**config.mk**
```make
export PLATFORM = sky130hd
export DESIGN_NAME = wb_master_single
export DESIGN_NICKNAME = d
export VERILOG_FILES = /design/src/rtl/wb_master_single.sv
export SDC_FILE = /design/constraint.sdc
export NUM_CORES = 1
export LEC_CHECK = 0
export BUFFER_PORTS_ARGS = -buffer_cell sky130_fd_sc_hd__buf_2
export CAP_MARGIN = 5
export CORE_MARGIN = 2
export CORE_UTILIZATION = 24
export DETAILED_ROUTE_END_ITERATION = 12
export GPL_ROUTABILITY_DRIVEN = 0
export PLACE_DENSITY = 0.49
export RECOVER_POWER = 25
export SLEW_MARGIN = 20
export SYNTH_ARGS = -nofsm -noshare
export SYNTH_HDL_FRONTEND = slang
export SYNTH_SLANG_ARGS = --single-unit
```
**constraint.sdc**
```tcl
create_clock -name clk_i -period 1.6 [get_ports clk_i]
set_input_delay 0.16 -clock clk_i [delete_from_list [all_inputs] [get_ports clk_i]]
set_output_delay 0.16 -clock clk_i [all_outputs]
set_load 0.01 [all_outputs]
```
**src/rtl/wb_master_single.sv**
```systemverilog
// wb_master_single: Wishbone B4 classic single-transfer master.
//
// Each command accepted on req_i becomes one cyc/stb cycle on the bus. The
// master then waits for ack_i or err_i and reports the outcome with a one-cycle
// done_o pulse. err_o is valid together with done_o. A read that completes
// successfully updates rdata_o; every other outcome leaves rdata_o unchanged.
//
// Optional feature: define WB_MASTER_TIMEOUT_EN to abort any cycle that gets no
// ack_i/err_i within TIMEOUT cycles. An aborted cycle reports err_o=1. Without
// the macro, no counter is built and the master waits on the bus indefinitely.
//
// Ports:
//   clk_i, rst_i                       clock, synchronous active-high reset
//   req_i, we_i, addr_i, wdata_i,      local command; sampled only when idle
//   sel_i
//   busy_o, done_o, err_o, rdata_o     local status and read data
//   cyc_o, stb_o, we_o, adr_o, dat_o,  Wishbone master outputs
//   sel_o
//   dat_i, ack_i, err_i                Wishbone slave responses
module wb_master_single #(
    parameter int unsigned AW      = 32,
    parameter int unsigned DW      = 32,
    parameter int unsigned TIMEOUT = 16
) (
    input  logic            clk_i,
    input  logic            rst_i,
    input  logic            req_i,
    input  logic            we_i,
    input  logic [AW-1:0]   addr_i,
    input  logic [DW-1:0]   wdata_i,
    input  logic [DW/8-1:0] sel_i,
    output logic            busy_o,
    output logic            done_o,
    output logic            err_o,
    output logic [DW-1:0]   rdata_o,
    output logic            cyc_o,
    output logic            stb_o,
    output logic            we_o,
    output logic [AW-1:0]   adr_o,
    output logic [DW-1:0]   dat_o,
    output logic [DW/8-1:0] sel_o,
    input  logic [DW-1:0]   dat_i,
    input  logic            ack_i,
    input  logic            err_i
);

    localparam int unsigned SW = DW / 8;

    // The counter is 16 bits wide, so TIMEOUT has to fit in it.
    if (TIMEOUT < 2 || TIMEOUT > 65535) begin : g_timeout_range
        $error("wb_master_single: TIMEOUT must be in 2..65535");
    end

    typedef enum logic [1:0] {
        StIdle,
        StBus,
        StDone
    } state_e;

    state_e          state_q, state_d;
    logic            busy_q, busy_d;
    logic            done_q, done_d;
    logic            err_q, err_d;
    logic [DW-1:0]   rdata_q, rdata_d;
    logic            cyc_q, cyc_d;
    logic            we_q, we_d;
    logic [AW-1:0]   adr_q, adr_d;
    logic [DW-1:0]   dat_q, dat_d;
    logic [SW-1:0]   sel_q, sel_d;

`ifdef WB_MASTER_TIMEOUT_EN
    // The counter sits at TIMEOUT-1 on the TIMEOUT-th bus edge.
    localparam logic [15:0] TimeoutLast = 16'(TIMEOUT - 1);
    logic [15:0] cnt_q, cnt_d;
`endif

    always_comb begin
        state_d = state_q;
        busy_d  = busy_q;
        done_d  = 1'b0;
        err_d   = err_q;
        rdata_d = rdata_q;
        cyc_d   = cyc_q;
        we_d    = we_q;
        adr_d   = adr_q;
        dat_d   = dat_q;
        sel_d   = sel_q;
`ifdef WB_MASTER_TIMEOUT_EN
        cnt_d   = cnt_q;
`endif

        unique case (state_q)
            StIdle: begin
                if (req_i) begin
                    we_d    = we_i;
                    adr_d   = addr_i;
                    dat_d   = wdata_i;
                    sel_d   = sel_i;
                    cyc_d   = 1'b1;
                    busy_d  = 1'b1;
                    state_d = StBus;
`ifdef WB_MASTER_TIMEOUT_EN
                    cnt_d   = '0;
`endif
                end
            end
            StBus: begin
                if (ack_i || err_i) begin
                    cyc_d   = 1'b0;
                    busy_d  = 1'b0;
                    done_d  = 1'b1;
                    err_d   = err_i;
                    state_d = StDone;
                    // err_i beats ack_i, so read data is only taken on a clean ack.
                    if (!we_q && ack_i && !err_i) begin
                        rdata_d = dat_i;
                    end
                end
`ifdef WB_MASTER_TIMEOUT_EN
                else if (cnt_q == TimeoutLast) begin
                    cyc_d   = 1'b0;
                    busy_d  = 1'b0;
                    done_d  = 1'b1;
                    err_d   = 1'b1;
                    state_d = StDone;
                end else begin
                    cnt_d = cnt_q + 16'd1;
                end
`endif
            end
            StDone: begin
                err_d   = 1'b0;
                state_d = StIdle;
            end
            default: begin
                state_d = StIdle;
            end
        endcase
    end

    always_ff @(posedge clk_i) begin
        if (rst_i) begin
            state_q <= StIdle;
            busy_q  <= 1'b0;
            done_q  <= 1'b0;
            err_q   <= 1'b0;
            rdata_q <= '0;
            cyc_q   <= 1'b0;
            we_q    <= 1'b0;
            adr_q   <= '0;
            dat_q   <= '0;
            sel_q   <= '0;
`ifdef WB_MASTER_TIMEOUT_EN
            cnt_q   <= '0;
`endif
        end else begin
            state_q <= state_d;
            busy_q  <= busy_d;
            done_q  <= done_d;
            err_q   <= err_d;
            rdata_q <= rdata_d;
            cyc_q   <= cyc_d;
            we_q    <= we_d;
            adr_q   <= adr_d;
            dat_q   <= dat_d;
            sel_q   <= sel_d;
`ifdef WB_MASTER_TIMEOUT_EN
            cnt_q   <= cnt_d;
`endif
        end
    end

    assign busy_o  = busy_q;
    assign done_o  = done_q;
    assign err_o   = err_q;
    assign rdata_o = rdata_q;
    assign cyc_o   = cyc_q;
    assign stb_o   = cyc_q;
    assign we_o    = we_q;
    assign adr_o   = adr_q;
    assign dat_o   = dat_q;
    assign sel_o   = sel_q;

endmodule

```
# Word-level counts from Yosys, hierarchy flattened

Index checks and enable logic that the tools add are counted.

Equal/unequal tests: 4
Muxes and demuxes: 9
Bitwise operators: 1
Reduce and logical (&&, ||, !) cells: 14

Operator list:

| kind                                                 | count |
|---|---|
| AND reduction 2 bit                                  | 3 |
| AND reduction 3 bit                                  | 2 |
| two-way mux 1 bit                                    | 4 |
| two-way mux 2 bit                                    | 2 |
| inequality test 2 bit (second input constant)        | 2 |
| case mux 1 bit (2 select lines)                      | 2 |
| case mux 2 bit (2 select lines)                      | 1 |
| nonzero test 2 bit                                   | 2 |
| equality test 2 x 1 -> 1 bit (second input constant) | 1 |
| equality test 2 bit (second input constant)          | 1 |
| logical AND 1 bit                                    | 2 |
| logical NOT 1 bit                                    | 2 |
| logical NOT 2 bit                                    | 1 |
| OR reduction 2 bit                                   | 1 |
| logical OR 1 bit                                     | 1 |
| inverter 1 bit                                       | 1 |

Bits in registers: 106
Bits of input ports: 106
Output and inout port bits: 106
Word-level logic and storage cells: 37

# Logic depth before layout (Yosys ltp)

Word-level depth: 4
Depth in mapped cells: 7
Gate-level depth less buffers: 3

# Worst setup path before layout

Ideal clock, no wire load.

Path kind: register to register
Start: reg state_q[1]
End: reg adr_q[22] (netlist: adr_o[22])
Library setup time: 0.132 ns
Arrival time: 1.269 ns
Data required time: 1.468 ns
Path slack: 0.199 ns
Stages on the path, launching flop included: 8
Period minus slack after synthesis: 1.401 ns
Path through: dfxtp_1 -> buf_6 -> or3b_1 -> buf_2 -> buf_6 -> buf_6 -> nand2_1 -> a21oi_1

Longest elaborated chain between the ends: 2

RTL lines:

| what                                 | line | RTL |
|---|---|---|
| start: declaration                   | 60   | `state_e state_q, state_d;` |
| start signal: assignment             | 143  | `state_q <= StIdle;` |
| start signal: assignment             | 157  | `state_q <= state_d;` |
| logical NOT 2 bit                    | 92   | `unique case (state_q)` |
| AND reduction 2 bit (no source line) | -    |  |
| end signal: assignment               | 164  | `adr_q <= adr_d;` |
| end: declaration                     | 67   | `logic [AW-1:0] adr_q, adr_d;` |

No other way between the ends.
A chain may end at the register's enable or synchronous reset.

# Worst setup path in the final report

Start: reg state_q[1]
End: reg rdata_q[18] (netlist: rdata_o[18])

Longest elaborated chain between the ends: 2

RTL lines:

| what                                 | line | RTL |
|---|---|---|
| equality test 2 x 1 -> 1 bit         | 92   |  |
| AND reduction 3 bit (no source line) | -    |  |
| end signal: assignment               | 161  | `rdata_q <= rdata_d;` |
| end: declaration                     | 64   | `logic [DW-1:0] rdata_q, rdata_d;` |

No other way between the ends.

==> results by group <==
Status
  – Status: finished, final reports clean

Critical path
  – Critical path launch point type: flip-flop
  – Reg2reg start: state_q[1]
  – Critical path capture point type: flip-flop
  – Worst Path Arrival: 1.71 ns
  – RR Endpoint: rdata_o[18]
  – Worst Reg-to-Reg Cells: 4
  – Reg2reg setup slack: between 0.15 and 0.2 ns
  – Crit path required time: ~1.9 ns
  – Crit path kind: flip-flop to flip-flop
  – CP Max Fanout: 32

Floorplanning
  – Die ar.: ~0.018 sq mm
  – Core box area: between 0.015 and 0.02 sq mm
  – Row count: 47
  – Chip height: between 100 and 150 um
  – Initial core utilization: 0.2454
  – Die width: 134.0 um
  – Io pins: 212

Place
  – Dpl hpwl: 8091 um
  – Post-Place Cells: around 870
  – Port buffer count: roughly 210
  – DP Worst Slack: 0.1350 ns

Final layout
  – Final Core Density: 0.3363
  – Antenna Diode Count: 0
  – Layout area overhead: 37.03%
  – Post-Layout Cell Count: slightly below 900
  – Layout net count: approximately 770
  – Fill cells: 1795
  – Share of cells above drive strength 1: 0.2857

STA
  – Final setup fails: 0
  – Final hold viol count: 0
  – Setup TNS: 0 ns
  – Final Worst Setup Slack: 0.1566 ns
  – Fin crit share: 0.9021
  – RSZ-0062 raised after global routing: no
  – Worst Tran Pin Value: about 0.39 ns
  – Fmax: just under 0.7 GHz
  – Slew HR: 0.7391
  – Tmin final: around 1.4 ns
  – Fin Clk Skew: roughly 0.0090 ns
  – Max-slew violation count: 0

Routing
  – DR DRC count: 0
  – TritonRoute pass-1 iters: 4
  – Iteration-0 DRC Markers: between 100 and 150
  – Routed vias: approximately 3.7k
  – Wirelength, routed: roughly 11000 um
  – DRT antenna net count: 0
  – Via/cell ratio: 4.223
  – Drt wl/cell: ~13 um

Yosys
  – Number of synthesized register bits: about 110
  – Post-synthesis cell type count: 21
  – Mapped cell area: approximately 0.0041 sq mm
  – Post-Syn Nets: 569
  – Ys Warns: 0
  – Register area share after synthesis: 0.5233
  – Syn Area/Cell: around 9 sq um
  – Cells after Synth: ~460

Power and ir drop
  – Pwr Total: between 5000 and 6000 uW
  – Leak: around 0.0023 uW
  – PwrDens: ~1000 mW/mm^2
  – Worst IR drop on VDD: ~0.45 mV

CTS
  – Post-CTS Setup Bufs: 0
  – Number of hold buffers added after CTS: 0
  – Skew-Pair Late Insertion Delay: 0.35 ns
  – Clk buf depth: 2
  – Clock sinks: ~110
  – Clock Tree Root: clkbuf_16
  – CTS Buf Count: 9
  – Post-CTS sizing: 0
  – H-tree lvl count: 3
  – CTS tree: built
  – CTS clk-pin slew, worst paths: 0.07 ns

Min path
  – Worst Hold Endpoint: adr_o[31]
  – Hold Path Stages: 3
  – Hold Crit Class: input pin to flip-flop
  – Worst hold start: addr_i[31]

Global route
  – Initial antenna violation count: 0
  – Grt ovf: 0
  – Pin count of the biggest net entering global routing: 47
  – First-pass GRT wire length: 17690 um
  – Global Route Usage Sum: 0.1230
  – Number of global-route vias before repair: between 3k and 4k

Flow run
  – Max Cap Viol: 0
[cells in the mapped netlist, drive strengths merged]
| master | instances | area [sq um] |
|---|---|---|
| clkbuf | 14 | 52.55 |
| mux2i | 33 | 330.3 |
| buf | 23 | 162.7 |
| o21bai | 1 | 7.510 |
| a32oi | 1 | 8.760 |
| nor4 | 1 | 21.27 |
| nand2b | 64 | 400.4 |
| a21oi | 70 | 350.3 |
| nand2 | 139 | 521.8 |
| or3b | 1 | 8.760 |
| o21ai | 1 | 5.000 |
| nor3 | 1 | 5.000 |
| mux2 | 1 | 11.26 |
| nor4b | 2 | 17.52 |
| dfxtp | 106 | 2122 |
| inv | 1 | 3.750 |
| nor3b | 1 | 12.51 |
| nor2 | 2 | 7.510 |
| nor2b | 1 | 6.260 |
[routing by layer]
metal  share of wire  global-route usage  wire length (um)  vias up
li1                -                   -                 -     1877
met4           0.020             0.05615               220        0
met2            0.44              0.1954              4933      165
met3            0.10             0.04573              1178       15
met1            0.44              0.1480              4922     1680
met5               0                   0                 0        -
[area by class of cell]
type | count | area [sq um] | area share
Sequential cell | 106 | 2122 | 0.3819
Multi-Input combinational cell | 319 | 1720 | 0.3096
Timing Repair Buffer | 223 | 1130 | 0.2033
Tap cell | 220 | 275.3 | 0.04954
Clock buffer | 11 | 252.7 | 0.04549
Clock inverter | 5 | 52.55 | 0.009457
Inverter | 1 | 3.754 | 0.0006755
[how the worst max path moves through the flow]
| stage | from | endpoint | slack (ns) | cells after the start |
|---|---|---|---|---|
| floorplan | state_q[1] | adr_o[22] | 0.20 | 7 |
| global placement | state_q[1] | adr_o[11] | 0.22 | 4 |
| detailed placement | state_q[1] | rdata_o[18] | 0.14 | 4 |
| CTS | state_q[1] | rdata_o[18] | 0.15 | 4 |
| global route | state_q[1] | rdata_o[0] | 0.07 | 4 |
| finish | state_q[1] | rdata_o[18] | 0.16 | 4 |
[stage by stage]
| stage | instance area, sq um | hold WS [ns] |
|---|---|---|
| floorplan | 4055 | 0.2960 |
| global placement | 5320 | 0.4003 |
| detailed placement | 5320 | 0.4095 |
| CTS | 5625 | 0.02862 |
| global route | 5557 | 0.03707 |
| finish | 5557 | 0.05335 |
[placed cells by master, fill, tap and decap left out]
cell type / count
clkbuf_1: 53
nor4_4: 1
nand2b_1: 64
bufinv_16: 1
clkinvlp_4: 1
inv_1: 1
buf_4: 8
nor3_1: 1
clkbuf_8: 2
mux2_2: 1
o21bai_1: 1
a32oi_1: 1
clkinv_2: 3
o21ai_0: 1
or3b_2: 1
buf_12: 4
a21oi_1: 70
dfxtp_1: 106
clkbuf_16: 9
nand2_1: 139
buf_2: 158
nor2_1: 2
mux2i_1: 33
nor3b_4: 1
nor2b_1: 1
nor4b_1: 2
[where the power goes]
group,total [uW],switching [uW],internal (uW)
clock,2240,948,1290
combinational,747,416,331
sequential,2850,73.0,2770
total,5830,1440,4390
[state kept, by name (all words and copies together) (netlist names)]
signal / cells
adr_o: 32
dat_o: 32
rdata_o: 32
sel_o: 4
state_q: 2
cyc_o: 1
done_o: 1
err_o: 1
we_o: 1
[worst max-delay path, cell delays in order, from the launching register on]
cell,delay (ns)
dfxtp_1,0.34
buf_4,0.15
nor4_4,0.32
buf_12,0.27
mux2i_1,0.25
[logic make-up after synthesis]
group                  Yosys count  synth area share
AND/OR/NAND/NOR                212            0.2468
buffers and inverters           38           0.05399
flip-flops                     106            0.5233
multiplexers                    34           0.08423
AO/OA/AOI/OAI                   73           0.09164
(Power assumes the default switching activity.)
